### config.mk
export PLATFORM = sky130hd
export DESIGN_NAME = data_ram_arbiter
export DESIGN_NICKNAME = d
export VERILOG_FILES = /design/src/rtl/data_ram_arbiter.sv
export SDC_FILE = /design/constraint.sdc
export NUM_CORES = 1
export LEC_CHECK = 0
export CAP_MARGIN = 10
export CORE_UTILIZATION = 40
export DETAILED_ROUTE_END_ITERATION = 8
export GPL_TIMING_DRIVEN = 0
export PLACE_DENSITY = 0.84
export SLEW_MARGIN = 20
export SYNTH_ARGS = -nofsm -noshare
export SYNTH_HDL_FRONTEND = slang
export SYNTH_SLANG_ARGS = --single-unit
### constraint.sdc
create_clock -name clk -period 2.9 [get_ports clk]
set_input_delay 0.29 -clock clk [delete_from_list [all_inputs] [get_ports clk]]
set_output_delay 0.29 -clock clk [all_outputs]
set_load 0.01 [all_outputs]
### src/rtl/data_ram_arbiter.sv
// rtl/data_ram_arbiter.sv - CPU/debug arbiter for the shared single-port 128x8 data RAM
module data_ram_arbiter #(
    parameter int STARVE_LIMIT = 4,
    parameter int LOCK_MAX     = 8
) (
    input  logic       clk,
    input  logic       rst,
    input  logic       cpu_req,
    input  logic       cpu_we,
    input  logic [6:0] cpu_addr,
    input  logic [7:0] cpu_wdata,
    input  logic       cpu_lock,
    output logic       cpu_gnt,
    output logic       cpu_rvalid,
    output logic [7:0] cpu_rdata,
    input  logic       dbg_req,
    input  logic       dbg_we,
    input  logic [6:0] dbg_addr,
    input  logic [7:0] dbg_wdata,
    output logic       dbg_gnt,
    output logic       dbg_rvalid,
    output logic [7:0] dbg_rdata,
    output logic [6:0] ram_addr,
    output logic [7:0] ram_data,
    output logic       ram_en,
    input  logic [7:0] ram_q,
    output logic       lock_err
);

    localparam logic [3:0] STARVE_MAX = 4'(STARVE_LIMIT);
    localparam logic [3:0] LOCK_SAT   = 4'(LOCK_MAX);

    logic [3:0] starve_cnt_q, starve_cnt_d;
    logic [3:0] lock_cnt_q, lock_cnt_d;
    logic       lock_err_q, lock_err_d;
    logic       cpu_rd_q, cpu_rd_d;
    logic       dbg_rd_q, dbg_rd_d;
    logic [7:0] cpu_rdata_q, cpu_rdata_d;
    logic [7:0] dbg_rdata_q, dbg_rdata_d;

    logic lock_active;
    logic force_dbg;
    logic gnt_cpu;
    logic gnt_dbg;

    always_comb begin
        lock_active = cpu_lock && (lock_cnt_q < LOCK_SAT);
        force_dbg   = dbg_req && (starve_cnt_q == STARVE_MAX);
        gnt_cpu     = 1'b0;
        gnt_dbg     = 1'b0;
        if (!rst) begin
            // An active lock shuts debug out even when the CPU is idle this cycle.
            if (lock_active) begin
                gnt_cpu = cpu_req;
            end else if (force_dbg) begin
                gnt_dbg = 1'b1;
            end else if (cpu_req) begin
                gnt_cpu = 1'b1;
            end else if (dbg_req) begin
                gnt_dbg = 1'b1;
            end
        end
    end

    always_comb begin
        cpu_gnt = gnt_cpu;
        dbg_gnt = gnt_dbg;
        if (rst) begin
            ram_addr = 7'd0;
            ram_data = 8'd0;
        end else if (gnt_dbg) begin
            ram_addr = dbg_addr;
            ram_data = dbg_wdata;
        end else begin
            ram_addr = cpu_addr;
            ram_data = cpu_wdata;
        end
        ram_en = (gnt_cpu && cpu_we) || (gnt_dbg && dbg_we);

        // ram_q carries the read data during the rvalid cycle; the register holds it afterwards.
        cpu_rvalid = cpu_rd_q && !rst;
        dbg_rvalid = dbg_rd_q && !rst;
        cpu_rdata  = rst ? 8'd0 : (cpu_rd_q ? ram_q : cpu_rdata_q);
        dbg_rdata  = rst ? 8'd0 : (dbg_rd_q ? ram_q : dbg_rdata_q);
        lock_err   = lock_err_q;
    end

    always_comb begin
        if (!dbg_req || gnt_dbg) begin
            starve_cnt_d = 4'd0;
        end else if (starve_cnt_q == STARVE_MAX) begin
            starve_cnt_d = STARVE_MAX;
        end else begin
            starve_cnt_d = starve_cnt_q + 4'd1;
        end

        if (!cpu_lock) begin
            lock_cnt_d = 4'd0;
        end else if (lock_cnt_q == LOCK_SAT) begin
            lock_cnt_d = LOCK_SAT;
        end else begin
            lock_cnt_d = lock_cnt_q + 4'd1;
        end

        lock_err_d  = lock_err_q || (cpu_lock && (lock_cnt_q == LOCK_SAT));
        cpu_rd_d    = gnt_cpu && !cpu_we;
        dbg_rd_d    = gnt_dbg && !dbg_we;
        cpu_rdata_d = cpu_rd_q ? ram_q : cpu_rdata_q;
        dbg_rdata_d = dbg_rd_q ? ram_q : dbg_rdata_q;
    end

    always_ff @(posedge clk) begin
        if (rst) begin
            starve_cnt_q <= 4'd0;
            lock_cnt_q   <= 4'd0;
            lock_err_q   <= 1'b0;
            cpu_rd_q     <= 1'b0;
            dbg_rd_q     <= 1'b0;
            cpu_rdata_q  <= 8'd0;
            dbg_rdata_q  <= 8'd0;
        end else begin
            starve_cnt_q <= starve_cnt_d;
            lock_cnt_q   <= lock_cnt_d;
            lock_err_q   <= lock_err_d;
            cpu_rd_q     <= cpu_rd_d;
            dbg_rd_q     <= dbg_rd_d;
            cpu_rdata_q  <= cpu_rdata_d;
            dbg_rdata_q  <= dbg_rdata_d;
        end
    end

endmodule

== Yosys cells after proc, flatten, opt, wreduce, memory -nomap -nowiden ==
Index checks and enable logic that the tools add are counted.

* Input port bits: 45
* Logic and storage cells: 54
* Bits in registers: 27

* Magnitude comparators: 1
* Bitwise logic cells: 1
* Add/sub/neg operators: 2
* Equal/unequal tests: 2
* Reduce and logical (&&, ||, !) cells: 20
* Multiplexer cells: 19

{| class="wikitable"
|+ Operator list
! cell !! count
|-
| two-way mux 8 bit || 6
|-
| two-way mux 7 bit || 2
|-
| logical AND 1 bit || 9
|-
| two-way mux 1 bit || 9
|-
| adder 4 x 1 -> 4 bit (second input constant) || 2
|-
| OR reduction 3 bit || 2
|-
| == test 4 x 3 -> 1 bit (second input constant) || 1
|-
| == test 4 bit (second input constant) || 1
|-
| logical NOT 1 bit || 4
|-
| less-than comparator 4 bit (second input constant) || 1
|-
| two-way mux 4 bit || 1
|-
| OR reduction 2 bit || 2
|-
| logical OR 1 bit || 3
|-
| two-way mux 3 bit || 1
|-
| NOT 1 bit || 1
|}

== Logic depth before layout (Yosys ltp) ==
* Depth after elaboration: 7
* Gate-level depth with buffers: 7
* Mapped depth without buffers: 6

== Worst setup path after synthesis ==
No wires, ideal clock.

* Kind: flip-flop to output port
* Start point: register starve_cnt_q[0]
* End point: output ram_addr[3]
* Data arrival time: 1516 ps
* Slack: 1094 ps
* Data required time: 2610 ps
* Cell stages (with the launch flop): 8
* Cells stage by stage: dfxtp_1 > inv_1 > ha_1 > nand3b_4 > a211o_1 > buf_6 > buf_12 > mux2_4

* Word-level cells in the longest chain between the ends: 7

{| class="wikitable"
|+ Ends and longest elaborated chain
! what !! line !! text
|-
| start, declared || 33 || <nowiki>logic [3:0] starve_cnt_q, starve_cnt_d;</nowiki>
|-
| start signal, assigned || 122 || <nowiki>starve_cnt_q <= starve_cnt_d;</nowiki>
|-
| == test 4 x 3 -> 1 bit || 48 || <nowiki>force_dbg = dbg_req && (starve_cnt_q == STARVE_MAX);</nowiki>
|-
| logical AND 1 bit || 48 ||
|-
| two-way mux 1 bit || 55 || <nowiki>end else if (force_dbg) begin</nowiki>
|-
| two-way mux 1 bit || 53 || <nowiki>if (lock_active) begin</nowiki>
|-
| two-way mux 1 bit || 51 || <nowiki>if (!rst) begin</nowiki>
|-
| two-way mux 7 bit || 71 || <nowiki>end else if (gnt_dbg) begin</nowiki>
|-
| two-way mux 7 bit || 68 || <nowiki>if (rst) begin</nowiki>
|-
| end, declared || 23 || <nowiki>output logic [6:0] ram_addr,</nowiki>
|}

Every way passes these cells.

== Final worst setup path ==
* Start point: input rst
* End point: output ram_addr[5]

* Word-level cells in the longest chain between the ends: 3

{| class="wikitable"
|+ Ends and longest elaborated chain
! what !! line !! text
|-
| start, declared || 7 || <nowiki>input logic rst,</nowiki>
|-
| two-way mux 1 bit || 51 ||
|-
| two-way mux 7 bit || 71 ||
|-
| two-way mux 7 bit * || 68 ||
|}

Mark *: on every way between the ends. The rest lies on a longest branch, timed or not.

==> results.md <==
- Run status: finished clean
- Maximum achievable frequency: 368 MHz
- Hold buffer count at cts: 0
- Number of synthesized register bits: 27
- Sequential area share after synthesis: 38.5%
- Nets: 274
- Cell Area, Synth: 1400 sq um
- P_leak: 0.911 nW
- GRT overflow: 0
- Synth warnings: 0
- GRT Overall Usage: 16.7%
- CTS tree: done
- Filler Cell Count: 290
- DRT Wirelength: 3170 um
- Final setup viols: 0
- Crit-path max FO: 10
- # IOs: 82
- RSZ-0062 raised after global routing: no
- Post-CTS resize count: 0
- Worst Path Class, Setup: primary input to output port
- Startpoint types: primary input
- Top cell type's share of synthesized area: 38.5%
- Initial antenna violation count: 0
- Slew headroom: 58.0%
- H-tree depth: 1
- Max-cap violation count: 0
- Clock sinks: 27
- Row count: 21
- Worst min path class: flip-flop to flip-flop
- DRC: 0
- Layout cells sized above 1: 11.2%
- Setup TNS Final: 0 ns
- CP Data Required Time: 2.61 ns
- Final period util: 93.7%
- Post-synth cell types: 29
- Area grow syn2layout: 63.9%
- PortBufs: 81
- Placer's final routability congestion estimate: 0.734
- Post-synth top area cell: dfxtp_1
- Core area: 3340 sq um
- Arrival time worst endpoint: 2.43 ns
- Detailed-route via count: 1236
- Pre-antenna DRT Iters: 4
- Power density cells: 315 nW/um^2
- Slew @ Worst Pin: 0.630 ns
- Vias in the first global route: 1066
- Post-DP HPWL: 2530 um
- DR iter-0 viols: 27
- Syn nets: 188
- CTS buffer count: 3
- Vias per Instance: 4.58
- Post-layout minimum cycle time: 2.72 ns
- Clk root buf: clkbuf_4
- Die ar.: 3750 sq um
- Post-DRT Antenna Nets: 0
- Area of the multi-input gates: 779 sq um
- Post-CTS setup buffer count: 0
- Largest net degree at the start of global routing: 16
- Synth area leaders: dfxtp_1, mux2i_1, mux2_4, nor2b_1, nor2_1
- Worst-Skew Late Latency: 0.32 ns
- Final Hold Fails: 0
- # diodes: 0
- Die height: 61.2 um
- Tot Pwr: 0.723 mW
- First-pass GRT wire length: 4660 um
- Syn Inst Count: 139
- Final Slew Violations: 0
- Sequential Area: 541 sq um
- Crit. End Element: output port
- Average wire per standard cell: 11.7 um
- Worst IR Drop VDD: 0.000268 V
- Clk pin slew, worst setup/hold paths: 0.13 ns
- Synth Area per Inst: 10.1 sq um
- CTS Buffer Depth: 2
- Die Wd: 61.2 um
- Initial Utilization: 42.0%
- Final setup skew: 0.00100 ns
-- power by group --
group,switching (mW),total (mW),internal [mW]
registers,0.00386,0.383,0.379
logic,0.0606,0.185,0.124
clock network,0.104,0.155,0.0516
total,0.168,0.723,0.555
-- final timing paths --
path | start | endpoint | slack [ns] | cells after the start
hold / removal | lock_err$_SDFF_PP0_ | lock_err$_SDFF_PP0_ | 0.48 | 2
hold reg to reg | lock_err$_SDFF_PP0_ | lock_err$_SDFF_PP0_ | 0.48 | 2
setup reg to reg | starve_cnt_q[0]$_SDFF_PP0_ | dbg_rd_q$_SDFF_PP0_ | 1.45 | 7
setup / recovery | rst | ram_addr[5] | 0.18 | 7
-- area by class of cell --
| class | count | area share [%] |
|---|---|---|
| buffer | 7 | 2.29 |
| clock buffer | 3 | 0.980 |
| clock inverter | 1 | 0.218 |
| inverter | 8 | 1.31 |
| multi-input combinational | 97 | 33.9 |
| sequential | 27 | 23.5 |
| tap | 46 | 2.50 |
| timing repair buffer | 81 | 35.3 |
-- synth_stat cells --
library cell / number
mux2_2: 6
nand2b_1: 2
nor3_1: 1
ha_1: 4
buf_6: 1
nand3_1: 2
and2b_1: 4
mux2_4: 9
o311a_2: 1
nor2_1: 22
nand3b_1: 1
buf_12: 1
clkbuf_1: 3
xor2_1: 2
a22o_1: 1
inv_1: 8
dfxtp_1: 27
nor2b_1: 15
xnor2_1: 1
a211o_1: 1
nand3b_4: 1
o2111ai_1: 1
and3b_1: 1
nor3b_1: 1
a21oi_1: 2
mux2i_1: 16
nand2_1: 2
a211oi_1: 1
buf_2: 2
-- registers in the layout, summed over array words and instances, names as in the netlist --
name and cells:
lock_err 1, dbg_rd_q 1, starve_cnt_q 4, cpu_rdata_q 8
lock_cnt_q 4, cpu_rd_q 1, dbg_rdata_q 8
-- cell families (layout without fill, tap and decap cells) --
kind of cell | Yosys count | count (layout) | share of synthesized area, %
simple gates | 52 | 52 | 20.3
mux | 31 | 31 | 25.9
flops | 27 | 27 | 38.5
buf+inv | 15 | 100 | 5.89
compound gates | 7 | 7 | 3.93
fa+ha+maj | 4 | 4 | 3.57
xor+xnor | 3 | 3 | 1.87
-- worst max-delay path: stages --
cell             delay [ns]
clkdlybuf4s50_1        0.55
nand2b_1               0.23
a211o_1                0.28
buf_6                  0.15
buf_12                 0.15
mux2_4                 0.29
clkdlybuf4s50_1        0.49
-- layout by cell type (no fill, tap or decap), types with 2 or more instances in the layout --
cell / count
a21oi_1: 2
and2b_1: 4
buf_2: 2
clkbuf_1: 3
clkbuf_4: 3
clkdlybuf4s50_1: 81
dfxtp_1: 27
ha_1: 4
inv_1: 8
mux2_2: 6
mux2_4: 9
mux2i_1: 16
nand2_1: 2
nand2b_1: 2
nand3_1: 2
nor2_1: 22
nor2b_1: 15
xor2_1: 2
-- per-layer routing --
layer	track usage (%)	part of all wire, %	vias up
met2	31.1	51	38
met1	18.7	42	562
met4	4.22	0.88	0
met5	0	0	-
li1	-	-	632
met3	4.83	6.9	4
-- per-stage QoR --
stage          hold WS, ns  cells  area, sq um  util [%]  setup slack (ns)
2_1_floorplan        0.362    139         1400         -              1.09
3_3_place_gp         0.448    266         2270      68.1             0.145
3_5_place_dp         0.454    266         2270      68.1             0.165
4_1_cts              0.487    270         2300      68.9             0.163
5_1_grt              0.511    270         2300      68.9            0.0136
6_report             0.484    270         2300      68.9             0.183
Power figures use the tool's default switching activity.
